===== src/rtl/axi_lite_aes_regs_pkg.sv =====
// axi_lite_aes_pkg: shared response codes, register offsets, FSM states and address decode
package axi_lite_aes_pkg;
  localparam logic [1:0] RESP_OKAY   = 2'b00;
  localparam logic [1:0] RESP_SLVERR = 2'b10;
  localparam logic [1:0] RESP_DECERR = 2'b11;
  localparam logic [7:0] OFF_KEY    = 8'h00;
  localparam logic [7:0] OFF_BLOCK  = 8'h10;
  localparam logic [7:0] OFF_IV     = 8'h20;
  localparam logic [7:0] OFF_RESULT = 8'h30;
  localparam logic [7:0] OFF_CTRL   = 8'h40;
  localparam logic [1:0] W_IDLE = 2'd0;
  localparam logic [1:0] W_DATA = 2'd1;
  localparam logic [1:0] W_RESP = 2'd2;
  localparam logic [0:0] R_IDLE = 1'b0;
  localparam logic [0:0] R_DATA = 1'b1;
  typedef enum logic [2:0] {REG_KEY, REG_BLOCK, REG_IV, REG_RESULT, REG_CTRL, REG_NONE} region_t;
  typedef struct packed {
    region_t    region;
    logic [1:0] resp;
  } dec_t;
  // Window/offset errors outrank protection errors; RESULT is never bus-writable.
  function automatic dec_t decode(input logic [31:0] addr, input logic [2:0] prot,
                                  input logic is_write, input logic [23:0] base);
    dec_t d;
    d.region = (addr[7:4] == OFF_KEY[7:4])    ? REG_KEY :
               (addr[7:4] == OFF_BLOCK[7:4])  ? REG_BLOCK :
               (addr[7:4] == OFF_IV[7:4])     ? REG_IV :
               (addr[7:4] == OFF_RESULT[7:4]) ? REG_RESULT :
               (addr[7:2] == OFF_CTRL[7:2])   ? REG_CTRL : REG_NONE;
    d.resp = (addr[31:8] != base || d.region == REG_NONE) ? RESP_DECERR :
             (prot[1:0] != 2'b11 || (is_write && d.region == REG_RESULT)) ? RESP_SLVERR :
             RESP_OKAY;
    return d;
  endfunction
endpackage


===== src/rtl/axi_lite_aes_regs_if.sv =====
// axi_lite_aes_regs_if: AXI4-Lite bus bundle with master/slave views
interface axi_lite_aes_regs_if;
  logic        awvalid, awready;
  logic [31:0] awaddr;
  logic [2:0]  awprot;
  logic        wvalid, wready;
  logic [31:0] wdata;
  logic [3:0]  wstrb;
  logic        bvalid, bready;
  logic [1:0]  bresp;
  logic        arvalid, arready;
  logic [31:0] araddr;
  logic [2:0]  arprot;
  logic        rvalid, rready;
  logic [31:0] rdata;
  logic [1:0]  rresp;
  modport master (
    output awvalid, awaddr, awprot, wvalid, wdata, wstrb, bready, arvalid, araddr, arprot, rready,
    input  awready, wready, bvalid, bresp, arready, rvalid, rdata, rresp
  );
  modport slave (
    input  awvalid, awaddr, awprot, wvalid, wdata, wstrb, bready, arvalid, araddr, arprot, rready,
    output awready, wready, bvalid, bresp, arready, rvalid, rdata, rresp
  );
endinterface


===== src/rtl/axi_lite_aes_regs_bank.sv =====
// aes_reg_bank: AES operand/result storage with byte-strobe writes and word read mux
module aes_reg_bank
  import axi_lite_aes_pkg::*;
(
  input  logic         clk,
  input  logic         rst,
  input  logic         we,
  input  region_t      w_region,
  input  logic [1:0]   w_word,
  input  logic [31:0]  wdata,
  input  logic [3:0]   wstrb,
  input  region_t      r_region,
  input  logic [1:0]   r_word,
  input  logic         res_wr,
  input  logic [127:0] res_data,
  output logic [127:0] key,
  output logic [127:0] block,
  output logic [127:0] iv,
  output logic [31:0]  ctrl,
  output logic [31:0]  rdata
);
  logic [127:0] result;
  logic [6:0]   wsel, rsel;
  assign wsel = {w_word, 5'd0};
  assign rsel = {r_word, 5'd0};
  function automatic logic [31:0] merge(input logic [31:0] old, input logic [31:0] d,
                                        input logic [3:0] strb);
    for (int i = 0; i < 4; i++) if (strb[i]) old[i*8 +: 8] = d[i*8 +: 8];
    return old;
  endfunction
  // Bus writes land one word at a time; the core result load is independent of the bus.
  always_ff @(posedge clk or posedge rst) begin
    if (rst) begin
      key    <= '0;
      block  <= '0;
      iv     <= '0;
      ctrl   <= '0;
      result <= '0;
    end else begin
      if (we && w_region == REG_KEY)   key[wsel +: 32]   <= merge(key[wsel +: 32], wdata, wstrb);
      if (we && w_region == REG_BLOCK) block[wsel +: 32] <= merge(block[wsel +: 32], wdata, wstrb);
      if (we && w_region == REG_IV)    iv[wsel +: 32]    <= merge(iv[wsel +: 32], wdata, wstrb);
      if (we && w_region == REG_CTRL)  ctrl              <= merge(ctrl, wdata, wstrb);
      if (res_wr) result <= res_data;
    end
  end
  // Word read mux; unmapped regions read as zero.
  always_comb begin
    rdata = (r_region == REG_KEY)    ? key[rsel +: 32] :
            (r_region == REG_BLOCK)  ? block[rsel +: 32] :
            (r_region == REG_IV)     ? iv[rsel +: 32] :
            (r_region == REG_RESULT) ? result[rsel +: 32] :
            (r_region == REG_CTRL)   ? ctrl : 32'd0;
  end
endmodule


===== src/rtl/axi_lite_aes_regs.sv =====
// axi_lite_aes_regs: AXI4-Lite slave exposing AES key/block/iv/ctrl/result registers
module axi_lite_aes_regs
  import axi_lite_aes_pkg::*;
#(
  parameter logic [23:0] BASE_ADDR = 24'h000000
) (
  input  logic                 ACLK,
  input  logic                 ARST,
  axi_lite_aes_regs_if.slave   bus,
  output logic [127:0]         key,
  output logic [127:0]         block,
  output logic [127:0]         iv,
  output logic [31:0]          ctrl,
  input  logic                 res_wr,
  input  logic [127:0]         res_data
);
  logic [1:0]  w_state;
  logic [0:0]  r_state;
  logic [31:0] aw_addr;
  logic [2:0]  aw_prot;
  logic [31:0] bank_rdata;
  logic        we;
  dec_t        wdec, rdec;
  assign wdec = decode(aw_addr, aw_prot, 1'b1, BASE_ADDR);
  assign rdec = decode(bus.araddr, bus.arprot, 1'b0, BASE_ADDR);
  assign we   = (w_state == W_DATA) && bus.wvalid && (wdec.resp == RESP_OKAY);
  aes_reg_bank u_bank (
    .clk      (ACLK),
    .rst      (ARST),
    .we       (we),
    .w_region (wdec.region),
    .w_word   (aw_addr[3:2]),
    .wdata    (bus.wdata),
    .wstrb    (bus.wstrb),
    .r_region (rdec.region),
    .r_word   (bus.araddr[3:2]),
    .res_wr   (res_wr),
    .res_data (res_data),
    .key      (key),
    .block    (block),
    .iv       (iv),
    .ctrl     (ctrl),
    .rdata    (bank_rdata)
  );
  // Write channel: address first, then data (committed when sampled), then response.
  always_ff @(posedge ACLK or posedge ARST) begin
    if (ARST) begin
      w_state     <= W_IDLE;
      aw_addr     <= '0;
      aw_prot     <= '0;
      bus.awready <= 1'b0;
      bus.wready  <= 1'b0;
      bus.bvalid  <= 1'b0;
      bus.bresp   <= RESP_OKAY;
    end else begin
      case (w_state)
        W_IDLE: if (bus.awvalid) begin
          aw_addr     <= bus.awaddr;
          aw_prot     <= bus.awprot;
          bus.awready <= 1'b1;
          w_state     <= W_DATA;
        end
        W_DATA: begin
          bus.awready <= 1'b0;
          if (bus.wvalid) begin
            bus.wready <= 1'b1;
            bus.bresp  <= wdec.resp;
            w_state    <= W_RESP;
          end
        end
        default: begin
          bus.wready <= 1'b0;
          if (!bus.bvalid) bus.bvalid <= 1'b1;
          else if (bus.bready) begin
            bus.bvalid <= 1'b0;
            w_state    <= W_IDLE;
          end
        end
      endcase
    end
  end
  // Read channel: data is captured with the address, so it reflects pre-write contents.
  always_ff @(posedge ACLK or posedge ARST) begin
    if (ARST) begin
      r_state     <= R_IDLE;
      bus.arready <= 1'b0;
      bus.rvalid  <= 1'b0;
      bus.rdata   <= '0;
      bus.rresp   <= RESP_OKAY;
    end else if (r_state == R_IDLE) begin
      if (bus.arvalid) begin
        bus.arready <= 1'b1;
        bus.rdata   <= (rdec.resp == RESP_OKAY) ? bank_rdata : 32'd0;
        bus.rresp   <= rdec.resp;
        r_state     <= R_DATA;
      end
    end else begin
      bus.arready <= 1'b0;
      if (!bus.rvalid) bus.rvalid <= 1'b1;
      else if (bus.rready) begin
        bus.rvalid <= 1'b0;
        r_state    <= R_IDLE;
      end
    end
  end
endmodule


===== src/flat_wrapper.sv =====
// flat-port wrapper written by rule: the top's interface ports become plain ports
module axi_lite_aes_regs_flat import axi_lite_aes_pkg::*;
#(
  parameter logic [23:0] BASE_ADDR = 24'h000000
)
  (ACLK, ARST, key, block, iv, ctrl, res_wr, res_data, bus_awvalid, bus_awaddr, bus_awprot, bus_wvalid, bus_wdata, bus_wstrb, bus_bready, bus_arvalid, bus_araddr, bus_arprot, bus_rready, bus_awready, bus_wready, bus_bvalid, bus_bresp, bus_arready, bus_rvalid, bus_rdata, bus_rresp);
  axi_lite_aes_regs_if bus_i ();
  input  logic ACLK;
  input  logic ARST;
  output logic [127:0] key;
  output logic [127:0] block;
  output logic [127:0] iv;
  output logic [31:0] ctrl;
  input  logic res_wr;
  input  logic [127:0] res_data;
  input wire logic [$bits(bus_i.awvalid)-1:0] bus_awvalid;
  input wire logic [$bits(bus_i.awaddr)-1:0] bus_awaddr;
  input wire logic [$bits(bus_i.awprot)-1:0] bus_awprot;
  input wire logic [$bits(bus_i.wvalid)-1:0] bus_wvalid;
  input wire logic [$bits(bus_i.wdata)-1:0] bus_wdata;
  input wire logic [$bits(bus_i.wstrb)-1:0] bus_wstrb;
  input wire logic [$bits(bus_i.bready)-1:0] bus_bready;
  input wire logic [$bits(bus_i.arvalid)-1:0] bus_arvalid;
  input wire logic [$bits(bus_i.araddr)-1:0] bus_araddr;
  input wire logic [$bits(bus_i.arprot)-1:0] bus_arprot;
  input wire logic [$bits(bus_i.rready)-1:0] bus_rready;
  output wire logic [$bits(bus_i.awready)-1:0] bus_awready;
  output wire logic [$bits(bus_i.wready)-1:0] bus_wready;
  output wire logic [$bits(bus_i.bvalid)-1:0] bus_bvalid;
  output wire logic [$bits(bus_i.bresp)-1:0] bus_bresp;
  output wire logic [$bits(bus_i.arready)-1:0] bus_arready;
  output wire logic [$bits(bus_i.rvalid)-1:0] bus_rvalid;
  output wire logic [$bits(bus_i.rdata)-1:0] bus_rdata;
  output wire logic [$bits(bus_i.rresp)-1:0] bus_rresp;
  assign bus_i.awvalid = bus_awvalid;
  assign bus_i.awaddr = bus_awaddr;
  assign bus_i.awprot = bus_awprot;
  assign bus_i.wvalid = bus_wvalid;
  assign bus_i.wdata = bus_wdata;
  assign bus_i.wstrb = bus_wstrb;
  assign bus_i.bready = bus_bready;
  assign bus_i.arvalid = bus_arvalid;
  assign bus_i.araddr = bus_araddr;
  assign bus_i.arprot = bus_arprot;
  assign bus_i.rready = bus_rready;
  assign bus_awready = bus_i.awready;
  assign bus_wready = bus_i.wready;
  assign bus_bvalid = bus_i.bvalid;
  assign bus_bresp = bus_i.bresp;
  assign bus_arready = bus_i.arready;
  assign bus_rvalid = bus_i.rvalid;
  assign bus_rdata = bus_i.rdata;
  assign bus_rresp = bus_i.rresp;
  axi_lite_aes_regs #(.BASE_ADDR(BASE_ADDR)) u_core (.ACLK(ACLK), .ARST(ARST), .bus(bus_i), .key(key), .block(block), .iv(iv), .ctrl(ctrl), .res_wr(res_wr), .res_data(res_data));
endmodule

===== config.mk =====
export PLATFORM = sky130hd
export DESIGN_NAME = axi_lite_aes_regs_flat
export DESIGN_NICKNAME = d
export VERILOG_FILES = /design/src/rtl/axi_lite_aes_regs_pkg.sv /design/src/rtl/axi_lite_aes_regs_if.sv /design/src/rtl/axi_lite_aes_regs_bank.sv /design/src/rtl/axi_lite_aes_regs.sv /design/src/flat_wrapper.sv
export SDC_FILE = /design/constraint.sdc
export NUM_CORES = 1
export LEC_CHECK = 0
export ABC_CLOCK_PERIOD_IN_PS = 18500
export CAP_MARGIN = 20
export CORE_AREA = 2 2 268 270
export CTS_CLUSTER_DIAMETER = 50
export DETAILED_ROUTE_END_ITERATION = 10
export DIE_AREA = 0 0 270 272
export GPL_ROUTABILITY_DRIVEN = 0
export PLACE_DENSITY = 0.73
export SETUP_SLACK_MARGIN = 0.1
export SYNTH_ARGS = -nofsm -noshare
export SYNTH_HDL_FRONTEND = slang
export SYNTH_HIERARCHICAL = 1
export SYNTH_SLANG_ARGS = --single-unit

===== constraint.sdc =====
create_clock -name ACLK -period 18.5 [get_ports ACLK]
set_clock_uncertainty 0.05 [all_clocks]
set_input_delay 3.7 -clock ACLK [delete_from_list [all_inputs] [get_ports ACLK]]
set_output_delay 3.7 -clock ACLK [all_outputs]
set_load 0.01 [all_outputs]

# After elaboration in Yosys (flattened, before gate mapping)
# Index checks and enable logic that the tools add are counted.
# Widths: inputs -> output; s select.
[totals]
regBits = 622
input_bits = 242
out_inout_bits = 457
elab_cells = 154
[classes]
n_addsub = 1
eq_ne = 23
n_shift = 11
mux = 64
n_bitwise = 2
reduce_logical = 33
[ops]
columns = ["cell", "count"]
rows = [
  ["$shiftx 128x8->32", 7],
  ["$bwmux 128", 3],
  ["$shiftx 32x9->128", 3],
  ["$mux 32", 6],
  ["$mux 8", 24],
  ["$shift 32x9->128 const A", 1],
  ["$reduce_bool 24->1", 2],
  ["$mux 3", 8],
  ["$reduce_and 2->1", 9],
  ["$eq 4x2->1 const B", 4],
  ["$mux 2", 8],
  ["$eq 3x2->1 const B", 4],
  ["$eq 3x3->1 const B", 4],
  ["$eq 6x5->1 const B", 2],
  ["$mux 1", 12],
  ["$neg 7->9", 1],
  ["$eq 4x1->1 const B", 2],
  ["$logic_not 4->1", 2],
  ["$ne 2x2->1 const B", 4],
  ["$eq 3x1->1 const B", 2],
  ["$logic_and 1x1->1", 6],
  ["$logic_not 2->1", 3],
  ["$logic_not 3->1", 2],
  ["$reduce_bool 3->1", 2],
  ["other kinds (8)", 13],
]

# Longest topological paths before layout
[depth]
depth_word = 16
depth_mapped = 10
ltp_nobuf = 7

# Modules after synthesis
# Netlist, hierarchy kept.
[modules_own_cells]
columns = ["mod", "instances", "cells_per_inst", "area_each_um2", "seq_area_each_um2"]
rows = [
  ["aes_reg_bank", 1, 2047, 27381.3, 13613.1],
  ["axi_lite_aes_regs", 1, 215, 3021.6, 1901.8],
]

# Least setup slack after synthesis
# No wires, ideal clock.
[synth_path]
path_type = "input-to-reg"
startpoint = "in bus_wvalid"
endpoint = "reg u_core.u_bank.iv[32]"
setup_ps = 66
t_arrival_ps = 5551
t_required_ps = 18384
path_slack_ps = 12833
cell_stages = 9
n_path_buf = 2
cell_sequence = "and3b_1 > nand4_1 > nor4b_1 > nor2b_1 > buf_4 > nand3_1 > nor2_1 > buf_2 > a22o_1"
[synth_between]
elab_chain_cells = 3
[synth_lines]
columns = ["element", "line_no", "source"]
rows = [
  ["from (decl)", "flat_wrapper.sv:19", "input wire logic [$bits(bus_i.wvalid)-1:0] bus_wvalid;"],
  ["$logic_and 1x1->1 (2 in series)", "axi_lite_aes_regs.sv:26", "assign we = (w_state == W_DATA) && bus.wvalid && (wdec.resp == RESP_OKAY);"],
  ["net u_core.we", "axi_lite_aes_regs.sv:22", "logic we;"],
  ["$logic_and 1x1->1", "axi_lite_aes_regs_bank.sv:42", "if (we && w_region == REG_IV) iv[wsel +: 32] <= merge(iv[wsel +: 32], wdata, wstrb);"],
  ["to (signal, indexed assignment)", "axi_lite_aes_regs_bank.sv:42", ""],
  ["to (decl)", "axi_lite_aes_regs_bank.sv:18", "output logic [127:0] iv,"],
]
# The timed path passes the listed nets, and every way through them passes these cells.
# A chain may end at the register's enable or synchronous reset.

==> impl_metrics.toml <==
[run_status]
outcome = "complete, no violations"

[synth]
synth-simple-area-share_pct = 3.79
synth-edff-count = 0
synth_area_per_cell_sq_um = 13.4
synth_xor_area_share_pct = 0
synthMuxAreaShare_pct = 22.8
synth-seq-cells = 620
synth_top_family_by_area = "multiplexers"
synth_compound_area_share_pct = 18.6
synth_nets = 2509
yosysUniqueCellTypes = 50
syn_inst = 2262
yosysWarnings = 6
ys_seq_area_share_pct = 51.0
synthAdderAreaFrac_pct = 0.206
synthFlopType = "dfrtp_1"
synth-async-reset-ratio_pct = 100
syn-cell-area_sq_um = 30400

[final_layout]
mostFrequentLayoutCells = "clkdlybuf4s50_1, dfrtp_1, a22o_1"
final_common_cell = "clkdlybuf4s50_1"
drive_gt1_share_pct = 18.4
syn2layout_area_growth_pct = 34.8
nNetsFinal = 3133
fill_cells = 5676

[die]
boundaryPins = 699
die_height_um = 272
die-area_sq_um = 73400
start_util_pct = 43.0
row_count = 98
fp.dieW_um = 270
core_sq_um = 70800

[timing]
period_minus_slack_ns = 7.12
final.setup.tns_ns = 0
whs_ns = 0.438
worst_slew_pin_slew_ns = 1.22
setup_viol = 0
rsz0062_at_grt = "false"
slew_headroom_pct = 18.7
fmax_ghz = 0.140
min_period_over_period_pct = 38.5
hold_viol_final = 0
drv_slew = 0

[worst_setup_path]
cp.required_ns = 19.01
worstPathCellList = "clkdlybuf4s50_1 -> o31ai_1 -> nand2_4 -> buf_4 -> nand3b_1 -> buf_4 -> o22ai_1 -> nand2b_1 -> a31oi_1 -> a22o_1"
critPathKind = "input pin to flop"
cp_max_fo = 38
crit_family = "buffers and inverters"
crit_path_end_kind = "flop"
cpMostUsedCell = "buf_4"
cp_slowest_cell = "o22ai_1"
max_stage_delay_ns = 0.58
critPathBufInv = 3
startpoint_type = "input pin"
crit_arrival_ns = 7.63

[clock_network]
htreeDepth = 3
cts_tree = "yes"
numCtsBuffers = 82
clk_latency_ns = 0.63
clkTransAtPathRegs_ns = 0.06
cts_buffer_depth = 3
root_buffer = "clkbuf_16"
cts-hold-fix-buffers = 0
cts_resized = 0
clock-sinks = 620
postCtsSetupBuffers = 0

[route]
firstDrtPassIters = 5
first_iter_violations = 2681
via_count = 25400
drc = 0
ant_nets = 0
totalWireLength_um = 129000
viasPerCell = 6.51
routedWlPerCell_um = 33.1

[global_routing]
antenna_found_initial = 5
grt_pass1_vias = 26500
grt_max_degree = 81
overflow = 0
grt_util_all_layers_pct = 34.5
grt_pass1_wl_um = 187000

[power_and_ir_drop]
peakVddDrop_v = 0.0000696
p_per_area_nw_per_um2 = 92.5
power_mw = 3.79
p_leak_nw = 17.3

[placed_design]
dp_hpwl_um = 87900
portBuffers = 692

[worst_hold_path]
hp-class = "flop to flop"

[flow_run]
max_cap_viol_count = 0
==> sequential cells by signal (all words and copies together) (netlist names), 2 cells and up <==
name and cells:
u_core/bus.rdata 32, u_core/bus.bresp 2, u_core/u_bank/iv 128, u_core/u_bank/key 128, u_core/u_bank/result 128, u_core/aw_addr 30
u_core/w_state 2, u_core/aw_prot 2, u_core/u_bank/block 128, u_core/u_bank/ctrl 32, u_core/bus.rresp 2
==> stage by stage <==
step / cells / utilization (%) / worst slack [ns] / cell area [sq um]
floorplan: 2262 / - / 7.35 / 30400
global placement: 3748 / 53.8 / 10.50 / 38100
detailed placement: 3749 / 53.8 / 10.44 / 38100
CTS: 3898 / 57.8 / 11.09 / 40900
global route: 3903 / 57.9 / 11.15 / 41000
finish: 3904 / 57.9 / 11.38 / 41000
==> kinds of logic (layout without fill, tap and decap cells) <==
| group | count (synthesis) | count (layout) |
|---|---|---|
| AO/OA/AOI/OAI | 651 | 651 |
| adder cells (fa/ha/maj) | 5 | 5 |
| buffers and inverters | 217 | 906 |
| flip-flops | 620 | 620 |
| multiplexers | 547 | 547 |
| other | 0 | 3 |
| AND/OR/NAND/NOR | 222 | 222 |
==> cell type report <==
type	count	area [sq um]	area share, %
Sequential cell	620	15500	37.9
Tap cell	950	1190	2.90
Timing Repair Buffer	749	7400	18.1
Clock buffer	108	2320	5.67
Antenna cell	3	7.51	0.0183
Inverter	8	36.3	0.0886
Clock inverter	41	500	1.22
Multi-Input combinational cell	1425	14000	34.2
==> layer usage <==
layer  vias to the layer above  track usage [%]  part of all wire (%)
li1                      10200                -                     -
met1                     12900             42.7                    37
met2                      1848             52.7                    45
met3                       419             12.2                    12
met4                         6             19.7                   5.9
met5                         -                0                  0.11
==> power breakdown <==
group | total, mW | switching, mW | internal [mW]
combinational | 0.645 | 0.379 | 0.266
clock | 1.64 | 0.648 | 0.995
sequential | 1.50 | 0.0733 | 1.43
==> worst reg2reg max path, stage by stage (launching register included) <==
cell and delay [ns]:
dfrtp_4 0.74, or3_1 0.45, o21a_1 0.21, nor4b_1 0.52, nor2b_1 0.43, buf_4 0.28, nand3_2 0.08, buf_4 0.34
nor2_4 0.48, buf_4 0.49, a22o_1 0.22
==> path summary, 6_finish.rpt <==
kind	end	from	cells after the start	slack, ns
setup / recovery	u_core/bus.rdata[11]	bus_araddr[5]	10	11.38
hold / removal	u_core/aw_addr[30]	u_core/aw_addr[30]	1	0.44
setup reg to reg	u_core/u_bank/key[100]	u_core/aw_addr[2]	10	14.16
hold reg to reg	u_core/aw_addr[30]	u_core/aw_addr[30]	1	0.44
max in group asynchronous	u_core/u_bank/ctrl[17]	ARST	5	11.69
min in group asynchronous	u_core/aw_addr[29]	ARST	2	3.44
==> synthesized netlist by cell type, types with 36 or more instances <==
cell	instances	area [sq um]
a22o_1	416	3640
buf_2	89	445
clkbuf_1	85	319
dfrtp_1	620	15500
mux2_2	159	1790
mux2i_1	257	2570
mux4_2	97	2180
nand2_1	71	267
nand2b_1	36	225
nor2b_1	36	225
o221ai_1	50	438
o221ai_2	46	691
Note: power is estimated with default switching activity, not from simulation.
